[src/rtl/others_pkg.sv]
// Shared definitions for the sequential "others" ALU unit: opcodes, FSM
// states and the width of the POPCNT/CLZ counter.
package others_pkg;

  localparam logic [3:0] OP_TCP    = 4'b0010;
  localparam logic [3:0] OP_NEG    = 4'b1110;
  localparam logic [3:0] OP_ZERO   = 4'b1111;
  localparam logic [3:0] OP_POPCNT = 4'b1100;
  localparam logic [3:0] OP_CLZ    = 4'b1101;

  typedef enum logic [1:0] {
    IDLE = 2'd0,
    CALC = 2'd1,
    HOLD = 2'd2
  } state_t;

  // A count can reach data_width itself (CLZ of zero, POPCNT of all ones).
  function automatic int count_width(input int width);
    return $clog2(width + 1);
  endfunction

endpackage

[src/rtl/others_seq_if.sv]
// Request/response bundle between the ALU decoder (master) and the
// sequential "others" unit (slave).
interface others_seq_if #(
  parameter int data_width = 16
);

  logic                  in_valid;
  logic                  in_ready;
  logic [data_width-1:0] A;
  logic [3:0]            FuncCode;
  logic                  out_valid;
  logic                  out_ready;
  logic [data_width-1:0] C;
  logic                  OverflowFlag;
  logic                  busy;

  modport master (
    output in_valid, A, FuncCode, out_ready,
    input  in_ready, out_valid, C, OverflowFlag, busy
  );

  modport slave (
    input  in_valid, A, FuncCode, out_ready,
    output in_ready, out_valid, C, OverflowFlag, busy
  );

endinterface

[src/rtl/others_seq_iter_count.sv]
// Bit-serial counter behind POPCNT (LSB first) and CLZ (MSB first, stops at
// the first 1). done/count are combinational so the caller registers the
// final count on the same edge the last bit is examined.
module others_iter_count
  import others_pkg::*;
#(
  parameter  int data_width = 16,
  localparam int CW         = count_width(data_width)
) (
  input  logic                  clk,
  input  logic                  reset,
  input  logic                  start,
  input  logic                  mode,
  input  logic [data_width-1:0] operand,
  output logic                  done,
  output logic [CW-1:0]         count
);

  localparam logic [CW-1:0] LAST = CW'(data_width - 1);

  logic [data_width-1:0] shift_reg;
  logic [CW-1:0]         index;
  logic [CW-1:0]         cnt;
  logic                  active;
  logic                  mode_q;
  logic                  bit_hit;

  // mode_q=1 is CLZ: a zero at the MSB adds to the count and a one ends it.
  always_comb begin
    bit_hit = mode_q ? ~shift_reg[data_width-1] : shift_reg[0];
    count   = cnt + CW'(bit_hit);
    done    = active && ((index == LAST) || (mode_q && shift_reg[data_width-1]));
  end

  always_ff @(posedge clk or posedge reset) begin
    if (reset) begin
      shift_reg <= '0;
      index     <= '0;
      cnt       <= '0;
      active    <= 1'b0;
      mode_q    <= 1'b0;
    end else if (start) begin
      shift_reg <= operand;
      index     <= '0;
      cnt       <= '0;
      active    <= 1'b1;
      mode_q    <= mode;
    end else if (active) begin
      if (done) begin
        active <= 1'b0;
      end
      index     <= index + CW'(1);
      cnt       <= count;
      shift_reg <= mode_q ? (shift_reg << 1) : (shift_reg >> 1);
    end
  end

endmodule

[src/rtl/others_seq.sv]
// Sequential "others" ALU unit: pass-through, negate with overflow, zero,
// plus multi-cycle POPCNT/CLZ, behind valid/ready handshakes.
module others_seq
  import others_pkg::*;
#(
  parameter int data_width = 16
) (
  input logic        clk,
  input logic        reset,
  others_seq_if.slave bus
);

  localparam int CW = count_width(data_width);
  localparam logic [data_width-1:0] MOST_NEG = {1'b1, {(data_width-1){1'b0}}};

  state_t        state;
  logic          is_iter;
  logic          start;
  logic          mode;
  logic          done;
  logic [CW-1:0] count;

  assign bus.in_ready = (state == IDLE);
  assign is_iter      = (bus.FuncCode == OP_POPCNT) || (bus.FuncCode == OP_CLZ);
  assign start        = (state == IDLE) && bus.in_valid && is_iter;
  assign mode         = (bus.FuncCode == OP_CLZ);

  others_iter_count #(
    .data_width(data_width)
  ) iter (
    .clk    (clk),
    .reset  (reset),
    .start  (start),
    .mode   (mode),
    .operand(bus.A),
    .done   (done),
    .count  (count)
  );

  // Negating the most negative value wraps back to itself; that is the only overflow.
  always_ff @(posedge clk or posedge reset) begin
    if (reset) begin
      state            <= IDLE;
      bus.C            <= '0;
      bus.OverflowFlag <= 1'b0;
      bus.out_valid    <= 1'b0;
      bus.busy         <= 1'b0;
    end else begin
      case (state)
        IDLE: begin
          if (bus.in_valid) begin
            if (is_iter) begin
              state    <= CALC;
              bus.busy <= 1'b1;
            end else begin
              state         <= HOLD;
              bus.out_valid <= 1'b1;
              case (bus.FuncCode)
                OP_TCP: begin
                  bus.C            <= bus.A;
                  bus.OverflowFlag <= 1'b0;
                end
                OP_NEG: begin
                  bus.C            <= (~bus.A) + data_width'(1);
                  bus.OverflowFlag <= (bus.A == MOST_NEG);
                end
                default: begin
                  bus.C            <= '0;
                  bus.OverflowFlag <= 1'b0;
                end
              endcase
            end
          end
        end
        CALC: begin
          if (done) begin
            state            <= HOLD;
            bus.busy         <= 1'b0;
            bus.out_valid    <= 1'b1;
            bus.C            <= data_width'(count);
            bus.OverflowFlag <= 1'b0;
          end
        end
        HOLD: begin
          if (bus.out_ready) begin
            state         <= IDLE;
            bus.out_valid <= 1'b0;
          end
        end
        default: state <= IDLE;
      endcase
    end
  end

endmodule

[src/flat_wrapper.sv]
// flat-port wrapper written by rule: the top's interface ports become plain ports
module others_seq_flat import others_pkg::*;
#(
  parameter int data_width = 16
)
  (clk, reset, bus_in_valid, bus_A, bus_FuncCode, bus_out_ready, bus_in_ready, bus_out_valid, bus_C, bus_OverflowFlag, bus_busy);
  others_seq_if #(.data_width(data_width)) bus_i ();
  input logic clk;
  input logic reset;
  input wire logic [$bits(bus_i.in_valid)-1:0] bus_in_valid;
  input wire logic [$bits(bus_i.A)-1:0] bus_A;
  input wire logic [$bits(bus_i.FuncCode)-1:0] bus_FuncCode;
  input wire logic [$bits(bus_i.out_ready)-1:0] bus_out_ready;
  output wire logic [$bits(bus_i.in_ready)-1:0] bus_in_ready;
  output wire logic [$bits(bus_i.out_valid)-1:0] bus_out_valid;
  output wire logic [$bits(bus_i.C)-1:0] bus_C;
  output wire logic [$bits(bus_i.OverflowFlag)-1:0] bus_OverflowFlag;
  output wire logic [$bits(bus_i.busy)-1:0] bus_busy;
  assign bus_i.in_valid = bus_in_valid;
  assign bus_i.A = bus_A;
  assign bus_i.FuncCode = bus_FuncCode;
  assign bus_i.out_ready = bus_out_ready;
  assign bus_in_ready = bus_i.in_ready;
  assign bus_out_valid = bus_i.out_valid;
  assign bus_C = bus_i.C;
  assign bus_OverflowFlag = bus_i.OverflowFlag;
  assign bus_busy = bus_i.busy;
  others_seq #(.data_width(data_width)) u_core (.clk(clk), .reset(reset), .bus(bus_i));
endmodule
[config.mk]
export PLATFORM = sky130hd
export DESIGN_NAME = others_seq_flat
export DESIGN_NICKNAME = d
export VERILOG_FILES = /design/src/rtl/others_pkg.sv /design/src/rtl/others_seq_if.sv /design/src/rtl/others_seq_iter_count.sv /design/src/rtl/others_seq.sv /design/src/flat_wrapper.sv
export SDC_FILE = /design/constraint.sdc
export NUM_CORES = 1
export LEC_CHECK = 0
export CAP_MARGIN = 20
export CORE_AREA = 5 5 73 102
export DETAILED_ROUTE_END_ITERATION = 10
export DIE_AREA = 0 0 78 107
export PLACE_DENSITY = 0.74
export SLEW_MARGIN = 20
export SYNTH_ARGS = -nofsm -noshare
export SYNTH_HDL_FRONTEND = slang
export SYNTH_HIERARCHICAL = 1
export SYNTH_SLANG_ARGS = --single-unit
[constraint.sdc]
create_clock -name clk -period 3.9 [get_ports clk]
set_input_delay 0.39 -clock clk [delete_from_list [all_inputs] [get_ports clk]]
set_output_delay 0.39 -clock clk [all_outputs]
set_load 0.005 [all_outputs]
# After elaboration in Yosys (flattened, before gate mapping)
# Index checks and enable logic that the tools add are counted.
[word_totals]
wordCells = 76
out_inout_bits = 20
input_bits = 24
reg_bits = 49
[classes]
n_bitwise = 2
addsub = 3
n_reduce_logical = 14
mux = 34
n_eq_ne = 13
[ops]
columns = ["cell", "count"]
rows = [
  ["2-to-1 mux 16 bit", 6],
  ["one-hot mux 16 bit (2 select lines)", 2],
  ["2-to-1 mux 5 bit", 4],
  ["adder 16 x 1 -> 16 bit, second input constant", 1],
  ["== test 16 bit, second input constant", 1],
  ["NOT 16 bit", 1],
  ["2-to-1 mux 1 bit", 14],
  ["== test 4 bit, second input constant", 3],
  ["2-to-1 mux 2 bit", 4],
  ["AND reduction 4 bit", 2],
  ["!= test 2 bit, second input constant", 3],
  ["one-hot mux 2 bit (3 select lines)", 1],
  ["adder 5 x 1 -> 5 bit", 1],
  ["adder 5 x 1 -> 5 bit, second input constant", 1],
  ["== test 5 x 4 -> 1 bit, second input constant", 1],
  ["AND reduction 5 bit", 1],
  ["== test 4 x 2 -> 1 bit, second input constant", 1],
  ["logical AND 1 bit", 4],
  ["!= test 2 x 1 -> 1 bit, second input constant", 2],
  ["one-hot mux 1 bit (2 select lines)", 2],
  ["nonzero test 2 bit", 2],
  ["one-hot mux 1 bit (3 select lines)", 1],
  ["AND reduction 3 bit", 1],
  ["nonzero test 3 bit", 1],
  ["5 further kinds", 6],
]

# Longest topological paths before layout
[depth]
ltp_word = 6
mapped_depth = 10
mapped_depth_nobuf = 9

# By module
# The synthesis kept the hierarchy.
[by_module_without_submodules]
columns = ["mod", "instances", "cells_each", "area_each_um2"]
rows = [
  ["others_iter_count", 1, 152, 1669.1],
  ["others_seq", 1, 165, 1461.4],
]

# Worst setup path before layout
# No wires, ideal clock.
[synth_timing]
path_type = "register -> register"
startpoint = "register u_core.iter.index[0]"
endpoint = "register u_core.bus.C[0]"
setup_ns = 0.138
stages_incl_launch_ff = 9
setup_slack_ns = 1.898
arrival_ns = 1.864
period_less_slack_ns = 2.002
t_required_ns = 3.762
cell_sequence = "dfrtp_1 -> ha_1 -> and3_1 -> ha_1 -> a21oi_1 -> nor2b_1 -> a22oi_1 -> clkbuf_1 -> a22oi_1"
[synth_via]
elab_chain_len = 5
[synth_lines]
columns = ["element", "line_no", "text"]
rows = [
  ["from (decl)", "others_seq_iter_count.sv:22", "logic [CW-1:0] index;"],
  ["from (signal assigned)", "others_seq_iter_count.sv:52", "index <= index + CW'(1);"],
  ["== test 5 x 4 -> 1 bit", "others_seq_iter_count.sv:32", "done = active && ((index == LAST) || (mode_q && shift_reg[data_width-1]));"],
  ["logical OR 1 bit", "others_seq_iter_count.sv:32", ""],
  ["logical AND 1 bit", "others_seq_iter_count.sv:32", ""],
  ["via u_core.done", "others_seq.sv:20", "logic done;"],
  ["!= test 2 x 1 -> 1 bit (no source line)", "n/a", ""],
  ["AND reduction 4 bit (no source line)", "n/a", ""],
  ["to (signal assigned)", "others_seq.sv:60", "bus.C <= bus.A;"],
  ["to (signal assigned)", "others_seq.sv:64", "bus.C <= (~bus.A) + data_width'(1);"],
  ["to (signal assigned)", "others_seq.sv:80", "bus.C <= data_width'(count);"],
  ["to (decl)", "others_seq_if.sv:24", "output in_ready, out_valid, C, OverflowFlag, busy"],
]
# The timed path passes the listed nets, and every way through them passes these cells.
# A chain may end at the register's enable or synchronous reset.

# Worst setup path after layout
[layout_timing]
startpoint = "register u_core.iter.index[0]"
endpoint = "register u_core.bus.C[6]"
# Same word-level chain as after synthesis.

==> run summary <==
* 0.867 — RePlAce Congestion
* 317 — cell count after synthesis
* 0 — count of antenna-violating nets left after detailed routing
* 1 — CP bufs+invs
* dfrtp_1 — most used flip-flop cell after synthesis
* 376 — Final #Nets
* 0 — pins over their slew limit
* 0 — # DRC
* 0.76 ns — largest stage delay on the critical path
* 9.88 um2 — average footprint of a synthesized cell
* 48.6% — Starting Density
* 16.6% — clock share of power
* ha_1, and3_1, ha_1, a21oi_1, nor2b_1, a22oi_1, buf_4, nand2_1, o311ai_0 — CP Cell Sequence
* u_core/iter/index[0] — critical register-to-register path startpoint
* clkbuf_8 — CTS root buf
* 2.70 ns — minimum clock period after layout
* dfrtp_1 — commonest non-fill, non-tap cell in the layout
* register — critical path launch point type
* 0.370 GHz — peak clock frequency supported by timing
* 0 ns — setup tns final
* 6.03 — via count normalized by instance count
* compound AO/OA/AOI/OAI gates — Largest delay share family, worst path
* 346 — synthesized netlist net count
* 8350 um2 — overall die area
* 0 — total grt overflow
* u_core/iter/index[0] — start point of the critical path
* no — setup repair after global routing missed its margin
* 152 — violation count after the first detailed-routing iteration
* 47 — pin count of the biggest net entering global routing
* 6 — count of yosys warnings during synthesis
* 2.88 ns — Worst EP arrival
* 1.18 ns — worst setup slack after placement
* 2 — H-tree depth
* 4.08 ns — required time of the critical path
* 17.2 um — routed length per instance
* 1.49 nW — total leakage power
* a22oi_1 — Worst path slowest cell
* 39.2% — portion of the post-synthesis area used by sequential elements
* 0 — Final Setup Violations
* 6440 um2 — core area
* 1.16 mW — internal power consumption
* dfrtp_1 — Yosys top cell by area
* 499 nW/um2 — total power density per cell area
* dfrtp_1 (49), clkdlybuf4s50_1 (43), nand2_1 (30) — commonest cells after routing, fill and taps aside
* finished clean — result of the run
* 38.4% — combinational power share
* 0 — total inserted antenna cells
* register — kind of end point of the critical path
* 2 — maximum buffer depth of the clock tree
* reg2reg — Critical Setup Path Class
* 2539 — number of global-route vias before repair
* 49 — flip-flop and latch count after synthesis
* 1.20 ns — slack of the critical path
* 10.9% — layout cell share with drive strength beyond 1
* 107 um — height of the chip
* 45.0% — Sequential Power Share
* in2async — worst min-delay path class
* 100% — share of flip-flops with an asynchronous set or reset after synthesis
* 49 — # clock sinks
* 0.326 mV — peak ir drop on the vdd network
* 14 — highest net fanout along the worst path
* 44 — I/O pin total
* 43 — Port Buffer Count
* 69.2% — share of the clock period used by the worst path after layout
* 5 — clock buffers created by TritonCTS
* 0.957 ns — worst slew pin tran
* 3130 um2 — Syn Std Cell Area
* 4 — number of optimization iterations in the first detailed-route pass
* 35 — num rows
* 0.647 mW — switching pwr
* ha_1 — critical path's most frequent cell
* 0.09 ns — Worst-path clk slew
* 0 — buffer count from post-CTS setup fixing
* 35.8% — Switching Share
* 18.0% — GRT Resource Usage Total
* 0 — number of max-cap violations
* 5470 um — HPWL after detailed placement
* 12400 um — first-pass GRT wire length
* 36.2% — relative max-transition margin
* done — TritonCTS clock tree
* 0 — initial antenna violation count
* 0 — # hold bufs at CTS
* 0 — number of instances resized during post-cts repair
* 0 — count of flip-flops with a built-in enable after synthesis
* 7270 um — total detailed-routing wirelength
* 15.5% — area growth from synthesis to final layout
* 0.30 ns — clock latency on the worst-skew pair
* 59 — number of distinct library cell variants in the gate-level netlist after synthesis
* dfrtp_1 (39%), mux2i_1 (6.1%), o211ai_2 (4.4%) — synth top area cells
* 78 um — horizontal die dimension
* 0.00513 ns — final setup skew
* 2543 — routed vias
* 39.2% — Synth top area share
* 0 — final count of hold timing violations
[path summary, 6_finish.rpt]
path,endpoint,slack (ns),cells after the start
hold / removal,u_core/iter/cnt[0],0.42,2
setup reg to reg,u_core/bus.C[6],1.20,9
min in group clk,u_core/bus.C[2],0.49,2
setup / recovery,u_core/bus.C[6],1.20,9
max in group asynchronous,u_core/bus.C[15],2.78,2
hold reg to reg,u_core/bus.C[2],0.49,2
[through the flow]
stage / util (%) / cells / hold WS (ns) / power, mW / area (um2)
after floorplan: - / 317 / 0.367 / 1.32 / 3130
after global placement: 54.6 / 413 / 0.479 / 1.49 / 3520
after detailed placement: 54.9 / 414 / 0.471 / 1.52 / 3530
after CTS: 56.2 / 422 / 0.423 / 1.82 / 3620
after global routing: 56.2 / 422 / 0.439 / 1.94 / 3620
final: 56.2 / 422 / 0.425 / 1.81 / 3620
[power by group through the flow]
stage | sequential [mW] | clock [mW] | combinational, mW
after floorplan | 0.771 | 0 | 0.546
after CTS | 0.813 | 0.308 | 0.702
after global placement | 0.815 | 0 | 0.679
after global routing | 0.839 | 0.332 | 0.767
final | 0.812 | 0.300 | 0.694
after detailed placement | 0.823 | 0 | 0.697
[per-layer routing]
metal  GRT usage [%]  wire [um]
met2            30.6       3690
met3            3.03        237
met1            23.2       3200
met4            5.68        141
met5               0          0
[synthesized netlist by cell type (5+ instances only)]
cell,instances
buf_2,8
nor2_1,16
or3_1,5
o21ai_0,8
inv_1,12
mux2i_1,19
buf_6,7
clkbuf_1,5
or3b_1,15
o31ai_1,7
a21oi_1,13
nand3_1,6
nor2b_1,8
o211ai_1,9
nor3_1,9
o211ai_2,11
dfrtp_1,49
nand2b_1,5
ha_1,5
nand2_1,30
[cell type report]
cell class              count  area [um2]
repair buffers             47         468
inverters                  12        45.0
clock inverters             1        7.51
fillers                   566        2820
multi-input cells         232        1700
well taps                  74        92.6
clock buffers               7        76.3
flip-flops and latches     49        1230
[worst reg2reg max path, delay by kind of cell (launching register included)]
kind | cells | cell delay [ns]
flip-flops | 1 | 0.42
AND/OR/NAND/NOR | 3 | 0.39
buffers and inverters | 1 | 0.32
AO/OA/AOI/OAI | 3 | 1.04
adder cells (fa/ha/maj) | 2 | 0.41
[cells by family after synthesis]
| family | after synthesis | share of synthesized area, % |
|---|---|---|
| AO/OA/AOI/OAI | 77 | 19.0 |
| XOR/XNOR | 5 | 1.40 |
| adder cells (fa/ha/maj) | 5 | 2.00 |
| buffers and inverters | 36 | 6.59 |
| flip-flops | 49 | 39.2 |
| multiplexers | 23 | 7.51 |
| AND/OR/NAND/NOR | 122 | 24.3 |
(Power assumes the default switching activity.)
